===== src/rtl/datapath_pkg.sv =====
// datapath_pkg: shared enums, reset constants and sign-extension helper for datapath_p.
package datapath_pkg;
  typedef enum logic [1:0] {ALU_ADD, ALU_AND, ALU_NOT, ALU_PASS} alu_op_e;
  typedef enum logic [1:0] {PC_INC, PC_BUS, PC_ADDR, PC_HOLD} pcmux_e;
  typedef enum logic [1:0] {A2_ZERO, A2_OFF6, A2_OFF9, A2_OFF11} addr2_e;
  localparam logic [2:0] RESET_NZP = 3'b010;
  localparam int SEXT_MAX_W = 128;
  // Result is SEXT_MAX_W wide; callers size-cast it down to their WIDTH.
  function automatic logic [SEXT_MAX_W-1:0] sext(input logic [15:0] value, input int unsigned from_width);
    logic [15:0] v;
    logic signed [SEXT_MAX_W-1:0] t;
    v = value << (16 - from_width);
    t = {v, {(SEXT_MAX_W-16){1'b0}}};
    return t >>> (SEXT_MAX_W - from_width);
  endfunction
endpackage


===== src/rtl/datapath_p_regfile.sv =====
// regfile_p: 8 x WIDTH register file, one write port, two combinational read ports.
module regfile_p
  import datapath_pkg::*;
#(
  parameter int WIDTH = 16
) (
  input  logic             i_clk,
  input  logic             i_rst_n,
  input  logic             i_we,
  input  logic [2:0]       i_waddr,
  input  logic [WIDTH-1:0] i_wdata,
  input  logic [2:0]       i_raddr1,
  input  logic [2:0]       i_raddr2,
  output logic [WIDTH-1:0] o_rdata1,
  output logic [WIDTH-1:0] o_rdata2
);
  logic [WIDTH-1:0] r_regs [8];
  always_ff @(posedge i_clk or negedge i_rst_n) begin
    if (!i_rst_n) r_regs <= '{default: '0};
    else if (i_we) r_regs[i_waddr] <= i_wdata;
  end
  assign o_rdata1 = r_regs[i_raddr1];
  assign o_rdata2 = r_regs[i_raddr2];
endmodule


===== src/rtl/datapath_p.sv =====
// datapath_p: LC-3 datapath (PC/IR/MAR/MDR, regfile, ALU, address adder, NZP/BEN, LED).
// Define DATAPATH_BUSCHK_EN to add the sticky Bus_Err contention flag and its assertion.
module datapath_p
  import datapath_pkg::*;
#(
  parameter int               WIDTH    = 16,
  parameter logic [WIDTH-1:0] PC_RESET = '0,
  parameter int               LED_W    = 12
) (
  input  logic             Clk,
  input  logic             Reset,
  input  logic             LD_MAR,
  input  logic             LD_MDR,
  input  logic             LD_IR,
  input  logic             LD_BEN,
  input  logic             LD_CC,
  input  logic             LD_REG,
  input  logic             LD_PC,
  input  logic             LD_LED,
  input  logic             GatePC,
  input  logic             GateMDR,
  input  logic             GateALU,
  input  logic             GateMARMUX,
  input  logic [1:0]       PCMUX,
  input  logic             DRMUX,
  input  logic             SR1MUX,
  input  logic             SR2MUX,
  input  logic             ADDR1MUX,
  input  logic             MIO_EN,
  input  logic [1:0]       ADDR2MUX,
  input  logic [1:0]       ALUK,
  input  logic [WIDTH-1:0] MDR_In,
  output logic [WIDTH-1:0] Bus,
  output logic [WIDTH-1:0] MAR,
  output logic [WIDTH-1:0] MDR,
  output logic [WIDTH-1:0] IR,
  output logic [WIDTH-1:0] PC,
  output logic             BEN,
  output logic [2:0]       NZP,
  output logic [LED_W-1:0] LED
`ifdef DATAPATH_BUSCHK_EN
  ,
  output logic             Bus_Err
`endif
);
  logic [WIDTH-1:0] r_pc, r_ir, r_mar, r_mdr;
  logic [LED_W-1:0] r_led;
  logic [2:0]       r_nzp;
  logic             r_ben;
  logic [2:0]       w_sr1, w_dr;
  logic [WIDTH-1:0] w_sr1_d, w_sr2_d, w_b, w_alu, w_addr1, w_addr2, w_adder, w_bus, w_pc_next;
  logic [2:0]       w_nzp;
  alu_op_e          w_aluk;
  addr2_e           w_a2sel;
  pcmux_e           w_pcsel;

  assign w_sr1 = SR1MUX ? r_ir[8:6] : r_ir[11:9];
  assign w_dr  = DRMUX ? 3'd7 : r_ir[11:9];

  regfile_p #(.WIDTH(WIDTH)) u_rf (
    .i_clk    (Clk),
    .i_rst_n  (Reset),
    .i_we     (LD_REG),
    .i_waddr  (w_dr),
    .i_wdata  (w_bus),
    .i_raddr1 (w_sr1),
    .i_raddr2 (r_ir[2:0]),
    .o_rdata1 (w_sr1_d),
    .o_rdata2 (w_sr2_d)
  );

  assign w_aluk = alu_op_e'(ALUK);
  assign w_b    = SR2MUX ? WIDTH'(sext(r_ir[15:0], 5)) : w_sr2_d;
  assign w_alu  = (w_aluk == ALU_ADD) ? w_sr1_d + w_b :
                  (w_aluk == ALU_AND) ? w_sr1_d & w_b :
                  (w_aluk == ALU_NOT) ? ~w_sr1_d : w_sr1_d;

  assign w_a2sel = addr2_e'(ADDR2MUX);
  assign w_addr1 = ADDR1MUX ? w_sr1_d : r_pc;
  assign w_addr2 = (w_a2sel == A2_ZERO) ? '0 :
                   (w_a2sel == A2_OFF6) ? WIDTH'(sext(r_ir[15:0], 6)) :
                   (w_a2sel == A2_OFF9) ? WIDTH'(sext(r_ir[15:0], 9)) :
                                          WIDTH'(sext(r_ir[15:0], 11));
  assign w_adder = w_addr1 + w_addr2;

  // Fixed priority PC > MDR > ALU > MARMUX resolves any gate contention.
  assign w_bus = GatePC     ? r_pc  :
                 GateMDR    ? r_mdr :
                 GateALU    ? w_alu :
                 GateMARMUX ? w_adder : '0;

  assign w_pcsel   = pcmux_e'(PCMUX);
  assign w_pc_next = (w_pcsel == PC_INC)  ? r_pc + 1'b1 :
                     (w_pcsel == PC_BUS)  ? w_bus :
                     (w_pcsel == PC_ADDR) ? w_adder : r_pc;

  assign w_nzp = w_bus[WIDTH-1] ? 3'b100 : (w_bus == '0) ? 3'b010 : 3'b001;

  always_ff @(posedge Clk or negedge Reset) begin
    if (!Reset) begin
      r_pc  <= PC_RESET;
      r_ir  <= '0;
      r_mar <= '0;
      r_mdr <= '0;
      r_led <= '0;
      r_nzp <= RESET_NZP;
      r_ben <= 1'b0;
    end else begin
      if (LD_PC)  r_pc  <= w_pc_next;
      if (LD_IR)  r_ir  <= w_bus;
      if (LD_MAR) r_mar <= w_bus;
      if (LD_MDR) r_mdr <= MIO_EN ? MDR_In : w_bus;
      if (LD_LED) r_led <= r_ir[LED_W-1:0];
      if (LD_CC)  r_nzp <= w_nzp;
      if (LD_BEN) r_ben <= |(r_ir[11:9] & r_nzp);
    end
  end

`ifdef DATAPATH_BUSCHK_EN
  logic       r_bus_err;
  logic [3:0] w_gates;
  assign w_gates = {GatePC, GateMDR, GateALU, GateMARMUX};
  always_ff @(posedge Clk or negedge Reset) begin
    if (!Reset) r_bus_err <= 1'b0;
    else if (!$onehot0(w_gates)) r_bus_err <= 1'b1;
  end
  assign Bus_Err = r_bus_err;
`ifndef SYNTHESIS
  a_bus_onehot: assert property (@(posedge Clk) disable iff (!Reset) $onehot0(w_gates))
    else $error("bus contention: gates=%b", w_gates);
`endif
`endif

  assign Bus = w_bus;
  assign MAR = r_mar;
  assign MDR = r_mdr;
  assign IR  = r_ir;
  assign PC  = r_pc;
  assign BEN = r_ben;
  assign NZP = r_nzp;
  assign LED = r_led;
endmodule


===== config.mk =====
export PLATFORM = sky130hd
export DESIGN_NAME = datapath_p
export DESIGN_NICKNAME = d
export VERILOG_FILES = /design/src/rtl/datapath_pkg.sv /design/src/rtl/datapath_p_regfile.sv /design/src/rtl/datapath_p.sv
export SDC_FILE = /design/constraint.sdc
export NUM_CORES = 1
export LEC_CHECK = 0
export ABC_AREA = 1
export BUFFER_PORTS_ARGS = -buffer_cell sky130_fd_sc_hd__buf_2
export CORE_MARGIN = 8
export CORE_UTILIZATION = 66
export DETAILED_ROUTE_END_ITERATION = 8
export PLACE_DENSITY_LB_ADDON = 0.05
export SLEW_MARGIN = 10
export SYNTH_ARGS = -nofsm -noshare
export SYNTH_HDL_FRONTEND = slang
export SYNTH_HIERARCHICAL = 1
export SYNTH_SLANG_ARGS = --single-unit

===== constraint.sdc =====
create_clock -name Clk -period 7.85 [get_ports Clk]
set_input_delay 0.785 -clock Clk [delete_from_list [all_inputs] [get_ports Clk]]
set_output_delay 0.785 -clock Clk [all_outputs]
set_load 0.005 [all_outputs]

# Word level (Yosys, flattened, before mapping)
# Index checks and enable logic that the tools add are counted.
[totals]
wordCells = 71
reg_bits = 208
in_bits = 41
output_inout_bits = 96
[classes]
order_cmp = 4
add_sub_neg = 3
n_reduce_logical = 8
mux = 29
bitwise_logic = 6
eq_ne = 6
[op_table]
columns = ["op", "n"]
rows = [
  ["two-way mux 16 bit", 21],
  ["bitwise mux 128 bit", 1],
  ["binary-select mux 16 bit (select 3 bit)", 2],
  ["demux 16 bit (select 3 bit)", 1],
  ["adder 16 bit", 2],
  ["adder 16 x 1 -> 16 bit, second input constant", 1],
  ["AND 16 bit", 1],
  ["logical NOT 16 bit", 1],
  ["NOT 16 bit", 1],
  ["greater-or-equal comparator 4 bit, second input constant", 3],
  ["NOT 3 -> 4 bit", 3],
  ["two-way mux 3 bit", 3],
  ["== test 2 x 1 -> 1 bit, second input constant", 3],
  ["== test 2 bit, second input constant", 3],
  ["logical NOT 2 bit", 3],
  ["< comparator 4 x 1 -> 1 bit, second input constant", 1],
  ["AND 3 bit", 1],
  ["nonzero test 3 bit", 1],
  ["OR reduction 3 bit", 1],
  ["two-way mux 2 bit", 1],
  ["AND reduction 2 bit", 1],
  ["logical AND 1 bit", 1],
]

# Logic depth before layout (Yosys ltp)
[logic_depth]
depth_word = 15
depth_mapped = 31
mapped_depth_nobuf = 30

# By module
# Netlist, hierarchy kept.
[modules_own_cells]
columns = ["module", "cells_each", "seq_area_each_um2", "area_each_um2", "n_inst"]
rows = [
  ["regfile_p", 1165, 3203.1, 7489.7, 1],
  ["datapath_p", 1145, 2003.2, 7275.7, 1],
]

# Worst setup path before layout
# No wires, ideal clock.
[synth_timing]
path_type = "input -> output"
from = "input SR1MUX"
to = "output Bus[8]"
cell_stages = 22
required_time_ps = 7065
arrival_ps = 3392
path_buffers = 2
setup_slack_ps = 3673
cell_sequence = "o21ai_0 buf_2 buf_2 nand2_1 nand3_1 nand2_1 nand2_1 nand2_1 nand2_1 o21ai_0 ha_1 fa_1 nand3_1 nand3_1 nand2_1 nand3b_1 nand3_1 nand2_1 inv_1 nand2_1 a21boi_2 inv_1"
[synth_via]
word_cells_on_any_way = 17
[synth_lines]
columns = ["item", "line", "text"]
rows = [
  ["start: declaration", "datapath_p.sv:26", "input logic SR1MUX,"],
  ["two-way mux 3 bit (*)", "datapath_p.sv:57", "assign w_sr1 = SR1MUX ? r_ir[8:6] : r_ir[11:9];"],
  ["NOT 3 -> 4 bit (not written as such) (*)", "datapath_p_regfile.sv:22", "assign o_rdata1 = r_regs[i_raddr1];"],
  ["binary-select mux 16 bit (select 3 bit) (*)", "datapath_p_regfile.sv:22", ""],
  ["two-way mux 16 bit (not written as such) (*) (2 in a row)", "datapath_p_regfile.sv:22", ""],
  ["named net w_sr1_d[0]", "datapath_p.sv:51", "logic [WIDTH-1:0] w_sr1_d, w_sr2_d, w_b, w_alu, w_addr1, w_addr2, w_adder, w_bus, w_pc_next;"],
  ["two-way mux 16 bit", "datapath_p.sv:79", "assign w_addr1 = ADDR1MUX ? w_sr1_d : r_pc;"],
  ["adder 16 bit", "datapath_p.sv:84", "assign w_adder = w_addr1 + w_addr2;"],
  ["two-way mux 16 bit", "datapath_p.sv:90", "GateMARMUX ? w_adder : '0;"],
  ["two-way mux 16 bit (*)", "datapath_p.sv:89", "GateALU ? w_alu :"],
  ["two-way mux 16 bit (*)", "datapath_p.sv:88", "GateMDR ? r_mdr :"],
  ["two-way mux 16 bit (*)", "datapath_p.sv:87", "assign w_bus = GatePC ? r_pc :"],
  ["end: declaration", "datapath_p.sv:33", "output logic [WIDTH-1:0] Bus,"],
]
# The timed path passes the listed nets; every way through them passes the cells marked *. The select of a mux whose other input is x is not followed.

# Worst setup path in the final report
[layout_timing]
from = "register r_ir[10], in the netlist IR[10]"
to = "output Bus[4]"
[layout_via]
word_cells_on_any_way = 17
[layout_lines]
columns = ["item", "line", "text"]
rows = [
  ["start: declaration", "datapath_p.sv:46", "logic [WIDTH-1:0] r_pc, r_ir, r_mar, r_mdr;"],
  ["start signal: assignment", "datapath_p.sv:110", "if (LD_IR) r_ir <= w_bus;"],
  ["two-way mux 3 bit (*)", "datapath_p.sv:57", ""],
  ["named net w_sr1[1]", "datapath_p.sv:50", "logic [2:0] w_sr1, w_dr;"],
  ["NOT 3 -> 4 bit (not written as such) (*)", "datapath_p_regfile.sv:22", ""],
  ["binary-select mux 16 bit (select 3 bit) (*)", "datapath_p_regfile.sv:22", ""],
  ["two-way mux 16 bit (not written as such) (*) (2 in a row)", "datapath_p_regfile.sv:22", ""],
  ["named net w_sr1_d[1]", "datapath_p.sv:51", ""],
  ["two-way mux 16 bit", "datapath_p.sv:79", ""],
  ["adder 16 bit", "datapath_p.sv:84", ""],
  ["two-way mux 16 bit", "datapath_p.sv:90", ""],
  ["two-way mux 16 bit (*)", "datapath_p.sv:89", ""],
  ["two-way mux 16 bit (*)", "datapath_p.sv:88", ""],
  ["two-way mux 16 bit (*)", "datapath_p.sv:87", ""],
]
# Marked as above.

==> flow_summary.toml <==
[timing]
slew_headroom = 0.168
worstMarginPinSlew_ns = 1.25
setup_viol = 0
hold_viol_final = 0
rsz0062_at_grt = "no"
setup_tns_ns = 0
finClkSkew_ns = 0.0125
period_minus_slack_ns = 6.38
maxSlewViolCount = 0
period_share = 0.812
max_clock_freq_mhz = 157

[pwr]
ir_worst_vdd_mv = 0.255
p_sw_frac = 0.470
p_leak_nw = 8.98
pwr-share-seq = 0.304
clock_power_share = 0.201
p_int_mw = 3.02
pwr-share-comb = 0.495
power_switching_mw = 2.68
p_per_area_mw_per_mm2 = 352

[synth]
synth_edf_count = 0
synth.distinct_cells = 61
ys_ff_latch = 208
avgSynthCellArea_sq_um = 6.39
syn_area_sq_mm = 0.0148
synthFlopType = "dfrtp_1"
syn_nets = 2385
ys_seq_area_frac = 0.353
yosys_warnings = 6
async_flop_share = 1.00
synthCells = 2310

[job]
maxCapViolCount = 0

[setup_path]
slowest_delay_ns = 0.59
crit_path_start_kind = "register"
cp_top_family = "simple AND/OR/NAND/NOR gates"
slowest_stage = "dfrtp_1"
crit_path_frequent_cell = "nand2_1"
crit_required_ns = 7.07
worst-path-buf-inv = 6
end_kind = "output port"
critPathMaxFanout = 33
path_cells = "inv_1 -> o21ai_2 -> buf_4 -> inv_1 -> buf_4 -> nand3_1 -> nand2_1 -> nand2_1 -> nand2_1 -> nand2_1 -> o21ai_0 -> fa_1 -> nand3_1 -> nand3_1 -> xor2_1 -> nand2_1 -> nand2_1 -> inv_1 -> nand2_1 -> nand2_1 -> nand2_1 -> buf_2"
arrival_ns = 5.59
setup.worst_path.class = "register to output port"

[cts]
cts_buffer_depth = 3
cts_root_buf = "clkbuf_16"
ctsHoldBuffers = 0
cts_setup_buffers = 0
ctsResizeCount = 0
clk-insertion-delay-late_ns = 0.54
cts_tree = "yes"
clock_sinks = 208
htree_levels = 1
clkTransAtPathRegs_ns = 0.06
numCtsBuffers = 23

[layout]
nets = 2452
area.growth.synth_to_final_pct = 9.68
final_cells = 2674
drive_gt1_frac = 0.105
fill_cells = 1767
diodes = 0
ff_latch_area_sq_mm = 0.00521
multi_input_area_sq_mm = 0.00780

[die]
io_pins = 137
coreArea_sq_mm = 0.0219
die-area_sq_mm = 0.0274
num_rows = 54
start_util = 0.674
die_w_microns = 166
die_h_microns = 166

[global_routing]
antenna_found_initial = 2
grt_first_pass_wirelength_microns = 83700
top_usage_layer = "met2"
grtUsageMet3 = 0.104
grt_pass1_vias = 15600
grt_use_met1 = 0.509
grt_max_degree = 79
grt_overflow = 0
grtUsageMet2 = 0.579
grt_usage = 0.388

[routing]
drt-vias-per-instance = 6.11
detail-route-antenna-nets = 0
dr.pass1.iters = 6
wl_microns = 53200
wl_per_cell_microns = 19.9
drc_errors = 0
vias = 16300
first_iter_violations = 2326

[placement]
io_buffer_count = 136
dp.cells = 2632
place_hpwl_microns = 37000
gp_congestion = 1.02

[min_path]
min_path_type = "input pin to asynchronous set/reset pin"

[outcome]
outcome = "complete, no violations"
==> power groups by stage <==
stage | sequential [mW] | clock, mW | combinational [mW]
after floorplan | 1.66 | 0 | 1.91
after global routing | 1.77 | 1.20 | 3.14
final | 1.73 | 1.15 | 2.82
after CTS | 1.72 | 1.15 | 2.74
after global placement | 1.71 | 0 | 2.65
after detailed placement | 1.72 | 0 | 2.70
==> flip-flops by register name (all words and copies together), names as in the netlist <==
signal and cells:
u_rf/r_regs 128, IR 16, MAR 16, MDR 16, PC 16, LED 12
NZP 3, BEN 1
==> routing by layer <==
metal	part of all wire	wire (microns)	up-vias
met2	0.44	23300	1187
met4	0.051	2700	4
li1	-	-	7402
met3	0.13	6880	201
met5	0.0010	53	-
met1	0.38	20200	7537
==> cell families (layout without fill, tap and decap cells) <==
| family | count (synthesis) | count (layout) | share of synthesized area |
|---|---|---|---|
| DFF | 208 | 208 | 0.353 |
| xor gates and xnor gates | 6 | 6 | 0.00356 |
| and+or+nand+nor | 1250 | 1250 | 0.350 |
| buffers and inverters | 436 | 520 | 0.121 |
| AOI/OAI and AO/OA | 372 | 372 | 0.140 |
| muxes | 4 | 4 | 0.00297 |
| adders and majority gates | 34 | 34 | 0.0298 |
==> area by class of cell <==
class / instances / area share
multi-input cells: 1666 / 0.481
clock inverters: 14 / 0.0113
clock buffers: 28 / 0.0379
flip-flops and latches: 208 / 0.322
inverters: 324 / 0.0753
well taps: 280 / 0.0216
repair buffers: 154 / 0.0509
==> stage by stage <==
step	utilization	worst slack, ns	hold slack, ns	area [sq um]	power, mW
6_report	0.740	1.47	0.290	16200	5.71
5_1_grt	0.740	1.19	0.342	16200	6.10
4_1_cts	0.740	1.76	0.320	16200	5.61
3_5_place_dp	0.703	2.12	0.473	15400	4.43
3_3_place_gp	0.703	2.05	0.465	15400	4.36
2_1_floorplan	-	3.67	0.453	14800	3.57
==> worst reg2reg max path: stages, from the launching register on <==
cell     delay, ns
dfrtp_1       0.59
inv_1         0.22
o21ai_2       0.16
buf_4         0.41
inv_1         0.36
buf_4         0.33
nand3_1       0.14
nand2_1       0.06
nand2_1       0.05
nand2_1       0.14
nand2_1       0.10
o21ai_0       0.17
fa_1          0.55
nand3_1       0.11
nand3_1       0.19
xor2_1        0.37
nand2_1       0.11
nand2_1       0.07
inv_1         0.05
nand2_1       0.09
nand2_1       0.07
nand2_1       0.47
inv_1         0.30
o21ai_0       0.25
==> synthesized netlist by cell type (4+ instances only) <==
cell	instances	area, sq um
clkbuf_8	4	55.1
o21ai_1	13	65.1
nor2_1	112	420
nand3_2	5	50.1
nand2_1	873	3280
buf_6	5	56.3
nor2_2	7	43.8
inv_2	8	30.0
xor2_1	5	43.8
dfrtp_1	207	5180
a31oi_1	11	68.8
clkbuf_1	51	191
nand4_1	9	56.3
a21oi_1	90	450
nand2_2	10	62.6
ha_1	32	400
nand3_1	210	1050
o21ai_0	215	1080
a22oi_1	5	37.5
o22a_1	5	43.8
inv_1	315	1180
buf_2	43	215
o211ai_1	5	37.5
clkbuf_2	4	20.0
nand3b_1	9	67.6
==> worst paths after layout <==
| kind | start | endpoint | cells past startpoint | slack [ns] |
|---|---|---|---|---|
| setup reg to reg | IR[10] | u_rf/r_regs[52] | 23 | 2.35 |
| max in group asynchronous | Reset | IR[0] | 2 | 6.14 |
| setup / recovery | IR[10] | Bus[4] | 22 | 1.47 |
| min in group Clk | u_rf/r_regs[119] | u_rf/r_regs[119] | 2 | 0.48 |
| hold / removal | Reset | u_rf/r_regs[87] | 1 | 0.29 |
| hold reg to reg | u_rf/r_regs[119] | u_rf/r_regs[119] | 2 | 0.48 |
==> cell usage in the layout (no fill, tap or decap), drive strengths merged, types with 3 or more instances in the layout <==
master,count
inv,327
clkbuf,29
a22oi,5
dfrtp,207
nand2,884
buf,153
a31oi,11
nand4,10
nand3b,9
nand3,215
o211ai,5
nor2,121
ha,32
xor2,5
mux2,3
a21oi,92
o22a,5
and2,3
bufinv,3
nor3,5
o21ai,229
clkinv,6
a21boi,7
a221oi,3
Note: power is estimated with default switching activity, not from simulation.
